[src/rtl/pc_fetch_unit.sv]
// pc_fetch_unit: CPU2 instruction-fetch stage; owns the PC, fetches over imem req/ack, redirects on jump/branch.
// Optional overflow trap (HALT state, sticky pc_fault port) is enabled by defining PC_WRAP_TRAP_EN.
`ifndef PC_mem_Addr_n
`define PC_mem_Addr_n 16
`endif
`ifndef Instr_n
`define Instr_n 32
`endif

module pc_fetch_unit #(
    parameter int unsigned       ADDR_W   = `PC_mem_Addr_n,
    parameter int unsigned       INSTR_W  = `Instr_n,
    parameter logic [ADDR_W-1:0] RESET_PC = '0
) (
    input  logic               clk,
    input  logic               rst,
    input  logic               stall,
    input  logic               branch_taken,
    input  logic [ADDR_W-1:0]  branch_off,
    input  logic               jump,
    input  logic [ADDR_W-1:0]  jump_addr,
    output logic               imem_req,
    output logic [ADDR_W-1:0]  imem_addr,
    input  logic               imem_ack,
    input  logic [INSTR_W-1:0] imem_rdata,
    output logic               instr_valid,
    output logic [INSTR_W-1:0] instr_out,
    output logic [ADDR_W-1:0]  pc_out
`ifdef PC_WRAP_TRAP_EN
    ,
    output logic               pc_fault
`endif
);

    localparam logic [1:0] ST_RST   = 2'd0;
    localparam logic [1:0] ST_FETCH = 2'd1;
    localparam logic [1:0] ST_HOLD  = 2'd2;
`ifdef PC_WRAP_TRAP_EN
    localparam logic [1:0] ST_HALT  = 2'd3;
`endif
    localparam logic [ADDR_W-1:0] PC_ONE = {{(ADDR_W-1){1'b0}}, 1'b1};

    logic [1:0]         state_q, state_d;
    logic [ADDR_W-1:0]  fetch_pc_q, fetch_pc_d;
    logic               redir_pend_q, redir_pend_d;
    logic [ADDR_W-1:0]  redir_pc_q, redir_pc_d;
    logic               req_q, req_d;
    logic               valid_q, valid_d;
    logic [INSTR_W-1:0] instr_q, instr_d;
    logic [ADDR_W-1:0]  pc_q, pc_d;

    logic               redirect;
    logic [ADDR_W-1:0]  seq_pc, br_pc, target;

    assign redirect = jump | branch_taken;

`ifdef PC_WRAP_TRAP_EN
    logic              fault_q, fault_d;
    logic [ADDR_W+1:0] br_full;
    logic [ADDR_W:0]   seq_full;
    logic              br_ovf, seq_ovf;

    // Two guard bits: 00 means the signed branch result stayed inside the unsigned PC range.
    assign br_full  = {2'b00, pc_q} + {{2{branch_off[ADDR_W-1]}}, branch_off};
    assign seq_full = {1'b0, pc_q} + {1'b0, PC_ONE};
    assign br_pc    = br_full[ADDR_W-1:0];
    assign seq_pc   = seq_full[ADDR_W-1:0];
    assign br_ovf   = branch_taken & ~jump & (br_full[ADDR_W+1:ADDR_W] != 2'b00);
    assign seq_ovf  = seq_full[ADDR_W];
`else
    assign br_pc    = pc_q + branch_off;
    assign seq_pc   = pc_q + PC_ONE;
`endif

    assign target = jump ? jump_addr : br_pc;

    always_comb begin
        state_d      = state_q;
        fetch_pc_d   = fetch_pc_q;
        redir_pend_d = redir_pend_q;
        redir_pc_d   = redir_pc_q;
        req_d        = req_q;
        valid_d      = valid_q;
        instr_d      = instr_q;
        pc_d         = pc_q;
`ifdef PC_WRAP_TRAP_EN
        fault_d      = fault_q;
`endif
        case (state_q)
            ST_RST: begin
                state_d      = ST_FETCH;
                req_d        = 1'b1;
                fetch_pc_d   = RESET_PC;
                redir_pend_d = 1'b0;
            end
            ST_FETCH: begin
                if (imem_ack) begin
                    // A redirect coinciding with ack discards the word at once; no pending flag needed.
                    if (redirect) begin
                        fetch_pc_d   = target;
                        redir_pend_d = 1'b0;
                    end else if (redir_pend_q) begin
                        fetch_pc_d   = redir_pc_q;
                        redir_pend_d = 1'b0;
                    end else begin
                        state_d = ST_HOLD;
                        req_d   = 1'b0;
                        valid_d = 1'b1;
                        instr_d = imem_rdata;
                        pc_d    = fetch_pc_q;
                    end
                end else if (redirect) begin
                    redir_pc_d   = target;
                    redir_pend_d = 1'b1;
                end
`ifdef PC_WRAP_TRAP_EN
                if (br_ovf) begin
                    state_d = ST_HALT;
                    req_d   = 1'b0;
                    valid_d = 1'b0;
                    fault_d = 1'b1;
                end
`endif
            end
            ST_HOLD: begin
                if (redirect) begin
                    state_d    = ST_FETCH;
                    req_d      = 1'b1;
                    valid_d    = 1'b0;
                    fetch_pc_d = target;
                end else if (!stall) begin
                    state_d    = ST_FETCH;
                    req_d      = 1'b1;
                    valid_d    = 1'b0;
                    fetch_pc_d = seq_pc;
                end
`ifdef PC_WRAP_TRAP_EN
                if (br_ovf || (!redirect && !stall && seq_ovf)) begin
                    state_d = ST_HALT;
                    req_d   = 1'b0;
                    valid_d = 1'b0;
                    fault_d = 1'b1;
                end
            end
            ST_HALT: begin
                req_d   = 1'b0;
                valid_d = 1'b0;
`endif
            end
            default: state_d = ST_RST;
        endcase
    end

    always_ff @(posedge clk) begin
        if (rst) begin
            state_q      <= ST_RST;
            fetch_pc_q   <= RESET_PC;
            redir_pend_q <= 1'b0;
            redir_pc_q   <= '0;
            req_q        <= 1'b0;
            valid_q      <= 1'b0;
            instr_q      <= '0;
            pc_q         <= RESET_PC;
`ifdef PC_WRAP_TRAP_EN
            fault_q      <= 1'b0;
`endif
        end else begin
            state_q      <= state_d;
            fetch_pc_q   <= fetch_pc_d;
            redir_pend_q <= redir_pend_d;
            redir_pc_q   <= redir_pc_d;
            req_q        <= req_d;
            valid_q      <= valid_d;
            instr_q      <= instr_d;
            pc_q         <= pc_d;
`ifdef PC_WRAP_TRAP_EN
            fault_q      <= fault_d;
`endif
        end
    end

    assign imem_req    = req_q;
    assign imem_addr   = fetch_pc_q;
    assign instr_valid = valid_q;
    assign instr_out   = instr_q;
    assign pc_out      = pc_q;
`ifdef PC_WRAP_TRAP_EN
    assign pc_fault    = fault_q;
`endif

endmodule
[config.mk]
export PLATFORM = sky130hd
export DESIGN_NAME = pc_fetch_unit
export DESIGN_NICKNAME = d
export VERILOG_FILES = /design/src/rtl/pc_fetch_unit.sv
export SDC_FILE = /design/constraint.sdc
export NUM_CORES = 1
export LEC_CHECK = 0
export ABC_AREA = 1
export BUFFER_PORTS_ARGS = -buffer_cell sky130_fd_sc_hd__clkbuf_2
export CORE_MARGIN = 2
export CORE_UTILIZATION = 55
export CTS_BUF_LIST = sky130_fd_sc_hd__clkbuf_4
export CTS_CLUSTER_DIAMETER = 100
export DETAILED_ROUTE_END_ITERATION = 8
export GPL_TIMING_DRIVEN = 0
export PLACE_DENSITY_LB_ADDON = 0.25
export RECOVER_POWER = 25
export SYNTH_ARGS = -nofsm -noshare
export SYNTH_HDL_FRONTEND = slang
export SYNTH_SLANG_ARGS = --single-unit
[constraint.sdc]
create_clock -name clk -period 6.5 [get_ports clk]
set_clock_uncertainty 0.15 [all_clocks]
set_input_delay 1.95 -clock clk [delete_from_list [all_inputs] [get_ports clk]]
set_output_delay 1.95 -clock clk [all_outputs]
set_load 0.01 [all_outputs]
; Word level (Yosys, flattened, before mapping)
; Cells that the tools add are included.
[totals]
regBits = 85
latchBits = 0
ramBits = 0
rom_bits = 0
in_bits = 70
output_inout_bits = 66
word_cells = 61
memories = 0
[classes]
add_sub_neg = 2
mul = 0
n_div = 0
n_lt_le_gt_ge = 0
n_eq_ne = 8
shifts = 0
muxes = 28
bitwise_logic = 4
n_reduce_logical = 11
[ops]
columns = cell, n
row1 = two-way mux 16 bit, 6
row2 = one-hot mux 16 bit (3 select lines), 1
row3 = "adder 16 x 1 -> 16 bit, second input constant", 1
row4 = adder 16 bit, 1
row5 = two-way mux 1 bit, 12
row6 = AND reduction 4 bit, 3
row7 = two-way mux 2 bit, 5
row8 = AND reduction 5 bit, 2
row9 = "!= test 3 bit, second input constant", 3
row10 = "!= test 2 bit, second input constant", 3
row11 = one-hot mux 2 bit (3 select lines), 1
row12 = one-hot mux 1 bit (2 select lines), 2
row13 = nonzero test 2 bit, 2
row14 = NOT 1 bit, 3
row15 = one-hot mux 1 bit (3 select lines), 1
row16 = AND reduction 3 bit, 1
row17 = nonzero test 3 bit, 1
row18 = "== test 2 x 1 -> 1 bit, second input constant", 1
row19 = "== test 2 bit, second input constant", 1
row20 = zero test 2 bit, 1
row21 = AND reduction 2 bit, 1
row22 = bitwise OR 1 bit, 1

; Depth between registers and ports, before layout
; Gate-level depths: netlist (run 1).
[logic_depth]
word_depth = 5
depth_mapped = 16

; Worst setup path before layout (run 1)
; No wires, ideal clock.
[synth_timing]
path_kind = input to register
start = input port branch_off[0]
end = register fetch_pc_q[8], in the netlist imem_addr[8]
arrival_time_ps = 3399
slack_ps = 2881
stages = 13
n_path_buf = 0
cell_sequence = ha_1 > inv_1 > fa_1 > inv_1 > nand3_1 > nand3_1 > a21oi_1 > or2_0 > nand3_1 > nand3_1 > o21ai_1 > nand2_1 > a21oi_1
[synth_via]
elab_chain_cells = 5
elab_cells_between_ends = 6
cone_classes = add/sub: 1 / mux: 5
[synth_rtl]
columns = item, line_no
row1 = "start, declared", 19  ; input logic [ADDR_W-1:0] branch_off,
row2 = adder 16 bit *, 71  ; assign br_pc = pc_q + branch_off;
row3 = two-way mux 16 bit *, 75  ; assign target = jump ? jump_addr : br_pc;
row4 = two-way mux 16 bit, 99  ; if (redirect) begin
row5 = two-way mux 16 bit, 97  ; if (imem_ack) begin
row6 = one-hot mux 16 bit (3 select lines) *, 89  ; case (state_q)
row7 = "end signal, assigned", 169  ; fetch_pc_q <= fetch_pc_d;
row8 = "end, declared", 44  ; logic [ADDR_W-1:0] fetch_pc_q, fetch_pc_d;
; Every way passes the cells marked *; elsewhere a longest branch is shown, timed or not. The select of a mux whose other input is x is not followed.
; A chain may end at the register's enable or synchronous reset.

; Worst setup path in the final report (run 1)
[layout_timing]
start = input port imem_ack
end = register redir_pc_q[2]
[layout_via]
elab_chain_cells = 2
[layout_rtl]
columns = item, line_no
row1 = "start, declared", 24  ; input logic imem_ack,
row2 = NOT 1 bit (no source line), --
row3 = AND reduction 3 bit (no source line), --
row4 = "end signal, assigned", 171  ; redir_pc_q <= redir_pc_d;
row5 = "end, declared", 46  ; logic [ADDR_W-1:0] redir_pc_q, redir_pc_d;
; No other way between the ends.

==> run summary, run 1 <==
Status: complete, no violations
WL final: 14300 µm
Rel. slew slack: 0.465
Vias in the first global route: 5066
Die Ht: 98.5 µm
Buf/Inv on CP: 4
Largest net degree at the start of global routing: 16
Crit-path max FO: 10
Layout cells sized above 1: 0.169
Final-report setup violation count: 0
Psw: 0.566 mW
Critical Path Start Type: input port
Sw Ratio: 0.406
I/O pin total: 136
Worst skew pair latency: 0.44 ns
Met1 wire length: 6040 µm
Avg Cell Area, Syn: 6.69 µm²
Post-synthesis cell area: 0.00491 mm²
Slowest cell on crit path: nor2_1
Hold Vio Cnt, Final: 0
Row count: 34
Worst Path Required: 6.68 ns
Slew Viols, Final: 0
Min-Delay Path Class: register to register
Vias: 5509
Max Fclk: 269 MHz
Total die area: 0.00971 mm²
Cell-internal power: 0.829 mW
# port buffers: 133
Cell Pwr Density: 241 mW/mm²
Post-Route Setup TNS: 0 ns
Crit path top cell by count: nor2_1
Setup bufs post-CTS: 0
Power share of the clock group: 0.192
CTS Buf Count: 9
NumNets Final: 969
Syn Nets: 825
Seq pwr share: 0.441
Core area: 0.00868 mm²
Initial antenna violation count: 0
DR WL/cell: 14.5 µm
RePlAce Congestion: 0.912
Routed Antenna Nets: 0
CTS Hold Bufs: 0
CTS sink cnt: 85
CP arrival: 3.90 ns
DR pass1 iterations: 5
Clk slew on worst S/H paths: 0.13 ns
Period utilization: 0.573
Max Root-Sink Buffers: 2
ANT cells: 0
Remaining DRCs: 0
GR Overflow Total: 0
Logic pwr share: 0.367
Vias per std cell: 5.56
Metal2 WL: 6650 µm
Cells after Synth: 734
CTS resizes: 0
Critical path cell sequence: clkbuf_2 > nor2_1 > inv_2 > nor2_1 > clkbuf_1 > nand2_1 > o211ai_1 > inv_1
Syn. warnings: 0
CP top delay family: simple AND/OR/NAND/NOR gates
Tightest Pin Transition: 0.799 ns
Die outline width: 98.5 µm
Routed wl met3: 1270 µm
Max-cap viol count: 0
CTS H-tree depth: 3
Hold slack final: 0.322 ns
First DRT Iteration DRCs: 486
Starting Density: 0.566
Total GRT Usage: 0.297
RSZ-0062 raised after global routing: no
Tmin final: 3.72 ns
VDD IR max: 155 µV
Worst Setup End Kind: register
Critical path type: input port to register
Hpwl dp: 11300 µm
Register area share after synthesis: 0.346
Overall power: 1.39 mW
First-pass GRT wire length: 23600 µm
Critical path's largest stage delay: 0.62 ns
CTS root buf: clkbuf_4
Area Overhead vs Synth: 17.6%
Leakage: 2.60 nW
Top Metal Used: met4
CTS tree: done
Netlist cell types: 43
Post-synthesis register bit count: 85
## through the flow
| stage | setup slack [ns] | instances | utilization | cell area [µm²] |
|---|---|---|---|---|
| after floorplan | 2.88 | 734 | - | 4910 |
| after global placement | 2.54 | 975 | 0.658 | 5710 |
| after detailed placement | 2.47 | 975 | 0.658 | 5710 |
| after CTS | 2.91 | 991 | 0.672 | 5830 |
| after global routing | 2.69 | 991 | 0.666 | 5780 |
| final | 2.78 | 991 | 0.666 | 5780 |
## placed cells by master, fill, tap and decap left out, types with 4 or more instances in the layout
master	count
nand3_1	84
clkbuf_1	54
clkbuf_4	9
nand2_1	207
buf_6	4
dfxtp_1	85
o21ai_0	40
nand4_1	6
nor2_1	52
a21oi_1	92
inv_1	63
clkbuf_2	100
ha_1	20
buf_2	8
## synthesized netlist by cell type (all sizes together)
cell,instances,area share
xor2,2,0.0036
and3,1,0.0013
o211ai,4,0.0089
o21bai,1,0.0015
a21o,2,0.0031
ha,20,0.051
nor2,59,0.061
nand3,84,0.086
a21boi,1,0.0015
buf,13,0.019
nand2,209,0.16
o21ai,41,0.042
a211oi,1,0.0015
mux2i,2,0.0041
nor3,5,0.0071
inv,68,0.053
dfxtp,85,0.35
nand4,7,0.010
o22ai,1,0.0013
o221ai,2,0.0036
fa,1,0.0041
a32oi,3,0.0053
nand3b,2,0.0031
a31oi,2,0.0025
a21oi,93,0.095
or2,3,0.0038
xnor2,2,0.0036
clkbuf,20,0.015
## area by class of cell
| class | count | area (µm²) |
|---|---|---|
| buffer | 33 | 164 |
| sequential | 85 | 1700 |
| inverter | 68 | 260 |
| fill | 866 | 2900 |
| timing repair buffer | 133 | 624 |
| tap | 108 | 135 |
| clock buffer | 9 | 67.6 |
| clock inverter | 7 | 50.0 |
| multi-input combinational | 548 | 2770 |
## worst register-to-register path, stage by stage (launching register included)
cell	delay (ns)
dfxtp_1	0.37
inv_1	0.09
ha_1	0.16
buf_6	0.14
inv_2	0.09
nor2_1	0.62
inv_2	0.05
nor2_1	0.47
clkbuf_1	0.44
nand2_1	0.11
o211ai_1	0.11
inv_1	0.06
## kinds of logic after synthesis
family / count (synthesis) / synth area share
mux: 2 / 0.00407
buf+inv: 101 / 0.0871
xor+xnor: 4 / 0.00713
flops: 85 / 0.346
simple gates: 370 / 0.334
fa+ha+maj: 21 / 0.0550
compound gates: 151 / 0.167
## routing by layer
layer	track usage	vias to the layer above
met2	0.494	278
met4	0.113	0
met1	0.388	2483
met5	0	-
met3	0.0489	30
li1	-	2718
## registers in the layout (all words and copies together), names as in the netlist
| signal | count |
|---|---|
| instr_out | 32 |
| imem_addr | 16 |
| pc_out | 16 |
| redir_pc_q | 16 |
| state_q | 2 |
| imem_req | 1 |
| instr_valid | 1 |
| redir_pend_q | 1 |
## power groups by stage
stage,combinational [mW],sequential (mW),clock [mW]
global route,0.567,0.622,0.293
detailed placement,0.512,0.626,0
global placement,0.502,0.623,0
finish,0.512,0.615,0.268
CTS,0.513,0.614,0.268
floorplan,0.346,0.631,0
## final timing paths
check	start	endpoint	slack, ns	cells after the start
worst max register to register	state_q[1]	redir_pc_q[2]	3.53	11
worst min register to register	instr_out[9]	instr_out[9]	0.32	2
worst min-delay path	instr_out[9]	instr_out[9]	0.32	2
worst max-delay path	imem_ack	redir_pc_q[2]	2.78	8
Power figures use the tool's default switching activity.
==> inputs of run 2 (changes only) <==
==> constraint.sdc (replaced) <==
create_clock -name clk -period 3.55 [get_ports clk]
set_clock_uncertainty 0.15 [all_clocks]
set_input_delay 1.065 -clock clk [delete_from_list [all_inputs] [get_ports clk]]
set_output_delay 1.065 -clock clk [all_outputs]
set_load 0.01 [all_outputs]
==> run 2 against run 1 <==
Total power increased by 84%. Worst setup slack got worse by 2.0 ns. Design area grew 0.15%. Cell count unchanged. Clock power grew 84%. Die area did not move. Combinational power is 84% higher. Sequential cell count is the same. Non-clock buffer count unchanged. Global-route usage stayed put. Sequential share of layout area hardly changed. Critical path depth increased by 8.
==> run summary, run 2 (synthesis results as in run 1) <==
Commonest non-fill, non-tap cell in the layout: nand2_1
Max Fclk: 361 MHz
CTS tree: done
Total GRT Usage: 0.297 (unchanged)
CTS H-tree depth: 3 (unchanged)
Tmin final: 2.77 ns
Clk slew on worst S/H paths: 0.13 ns (about the same)
Status: complete, no violations
Rel. slew slack: 0.459 (-0.00624)
Final Cell Area: 0.00579 mm² (+0.15%)
Hold slack final: 0.323 ns (+0.00110 ns)
Die outline width: 98.5 µm (unchanged)
Min-Delay Path Class: register to register
First DRT Iteration DRCs: 490 (+0.82%)
Dpl cells: 975 (unchanged)
Vias in the first global route: 5066 (unchanged)
CP arrival: 2.92 ns (-0.98 ns)
Starting Density: 0.566 (unchanged)
Total die area: 0.00971 mm² (unchanged)
I/O pin total: 136 (unchanged)
RSZ-0062 raised after global routing: no
Slew Viols, Final: 0 (unchanged)
Pre-CTS setup slack: 0.400 ns (-2.07 ns)
DR pass1 iterations: 6 (+1)
Largest net degree at the start of global routing: 16 (unchanged)
Post-route non-filler standard cell count: 991 (unchanged)
CTS root buf: clkbuf_4
Vias per std cell: 5.57 (+0.22%)
Worst skew pair latency: 0.44 ns (about the same)
Cell Pwr Density: 443 mW/mm² (+83%)
Area Overhead vs Synth: 17.7%
Period utilization: 0.779
DR WL/cell: 14.5 µm (about the same)
Max FFs per register: 32 (unchanged)
Post-Route Setup TNS: 0 ns (unchanged)
Setup WS post-layout: 0.783 ns (-1.99 ns)
Final-report setup violation count: 0 (unchanged)
Leakage: 2.60 nW (about the same)
Most frequent cells in the layout: nand2_1, clkbuf_2, a21oi_1, dfxtp_1, nand3_1
DP Area: 0.00571 mm² (unchanged)
Core area: 0.00868 mm² (unchanged)
WL final: 14300 µm (about the same)
CTS Hold Bufs: 0 (unchanged)
RePlAce Congestion: 0.912 (unchanged)
Worst Setup End Kind: register
Setup bufs post-CTS: 0 (unchanged)
Initial antenna violation count: 0 (unchanged)
Layout cells sized above 1: 0.169 (unchanged)
Max Root-Sink Buffers: 2 (unchanged)
Die Ht: 98.5 µm (unchanged)
ANT cells: 0 (unchanged)
Overall power: 2.56 mW (+84%)
Hold Vio Cnt, Final: 0 (unchanged)
Max-cap viol count: 0 (unchanged)
GR Overflow Total: 0 (unchanged)
Final core utilization: 0.667 (+0.00101)
Worst Path Required: 3.71 ns (-2.97 ns)
Crit-path max FO: 4 (-6)
Routed Antenna Nets: 0 (unchanged)
CTS resizes: 0 (unchanged)
CTS sink cnt: 85 (unchanged)
Row count: 34 (unchanged)
Critical path type: input port to register
VDD IR max: 284 µV (+83%)
Tightest Pin Transition: 0.809 ns (+0.00932 ns)
Critical Path Start Type: input port
First-pass GRT wire length: 23600 µm (unchanged)
NumNets Final: 969 (unchanged)
Vias: 5521 (+0.22%)
# port buffers: 133 (unchanged)
CTS Buf Count: 9 (unchanged)
Hpwl dp: 11300 µm (unchanged)
Remaining DRCs: 0 (unchanged)
run 2: cell count changes in the layout (fill, tap and decap cells not counted):
cell / previous run / this run
clkbuf_2: 100 / 98
buf_4: 0 / 1
clkbuf_1: 54 / 55
nor2_4: 2 / 3
nor2_1: 52 / 51
run 2: routing by layer:
layer / global-route usage / wire, µm
met1: 0.388 / 5980
met2: 0.494 / 6730
met3: 0.0489 / 1310
met4: 0.113 / 317
met5: 0 / 0
run 2: path summary, 6_finish.rpt:
path | start | to | slack (ns) | cells past startpoint
max | branch_off[0] | imem_addr[14] | 0.78 | 16
min | instr_out[9] | instr_out[9] | 0.32 | 2
max reg2reg | pc_out[0] | imem_addr[14] | 1.01 | 15
min reg2reg | instr_out[9] | instr_out[9] | 0.32 | 2
run 2: where the power goes:
group          total [mW]  leakage (nW)  internal [mW]  switching [mW]
Sequential           1.13         0.688           1.05          0.0766
Clock               0.493        0.0583          0.145           0.348
Combinational       0.943          1.85          0.326           0.618
Total                2.56          2.60           1.52            1.04
run 2: area by class of cell:
class / instances / area [µm²]
plain buffers: 33 / 168
clock buffers: 9 / 67.6
clock inverters: 7 / 50.0
fillers: 863 / 2890
inverters: 68 / 260
multi-input cells: 548 / 2780
flip-flops and latches: 85 / 1700
well taps: 108 / 135
repair buffers: 133 / 622
run 2: worst max-delay path, cell delays in order:
cell	delay [ns]
clkbuf_2	0.08
ha_1	0.16
inv_1	0.06
fa_1	0.36
inv_1	0.13
nand2_1	0.11
nand3_1	0.17
nand2_1	0.12
nand3_1	0.10
nand3_1	0.13
nand2_1	0.12
nand2_1	0.06
nand2_1	0.05
nand2_1	0.06
nand2_1	0.08
a21oi_1	0.07
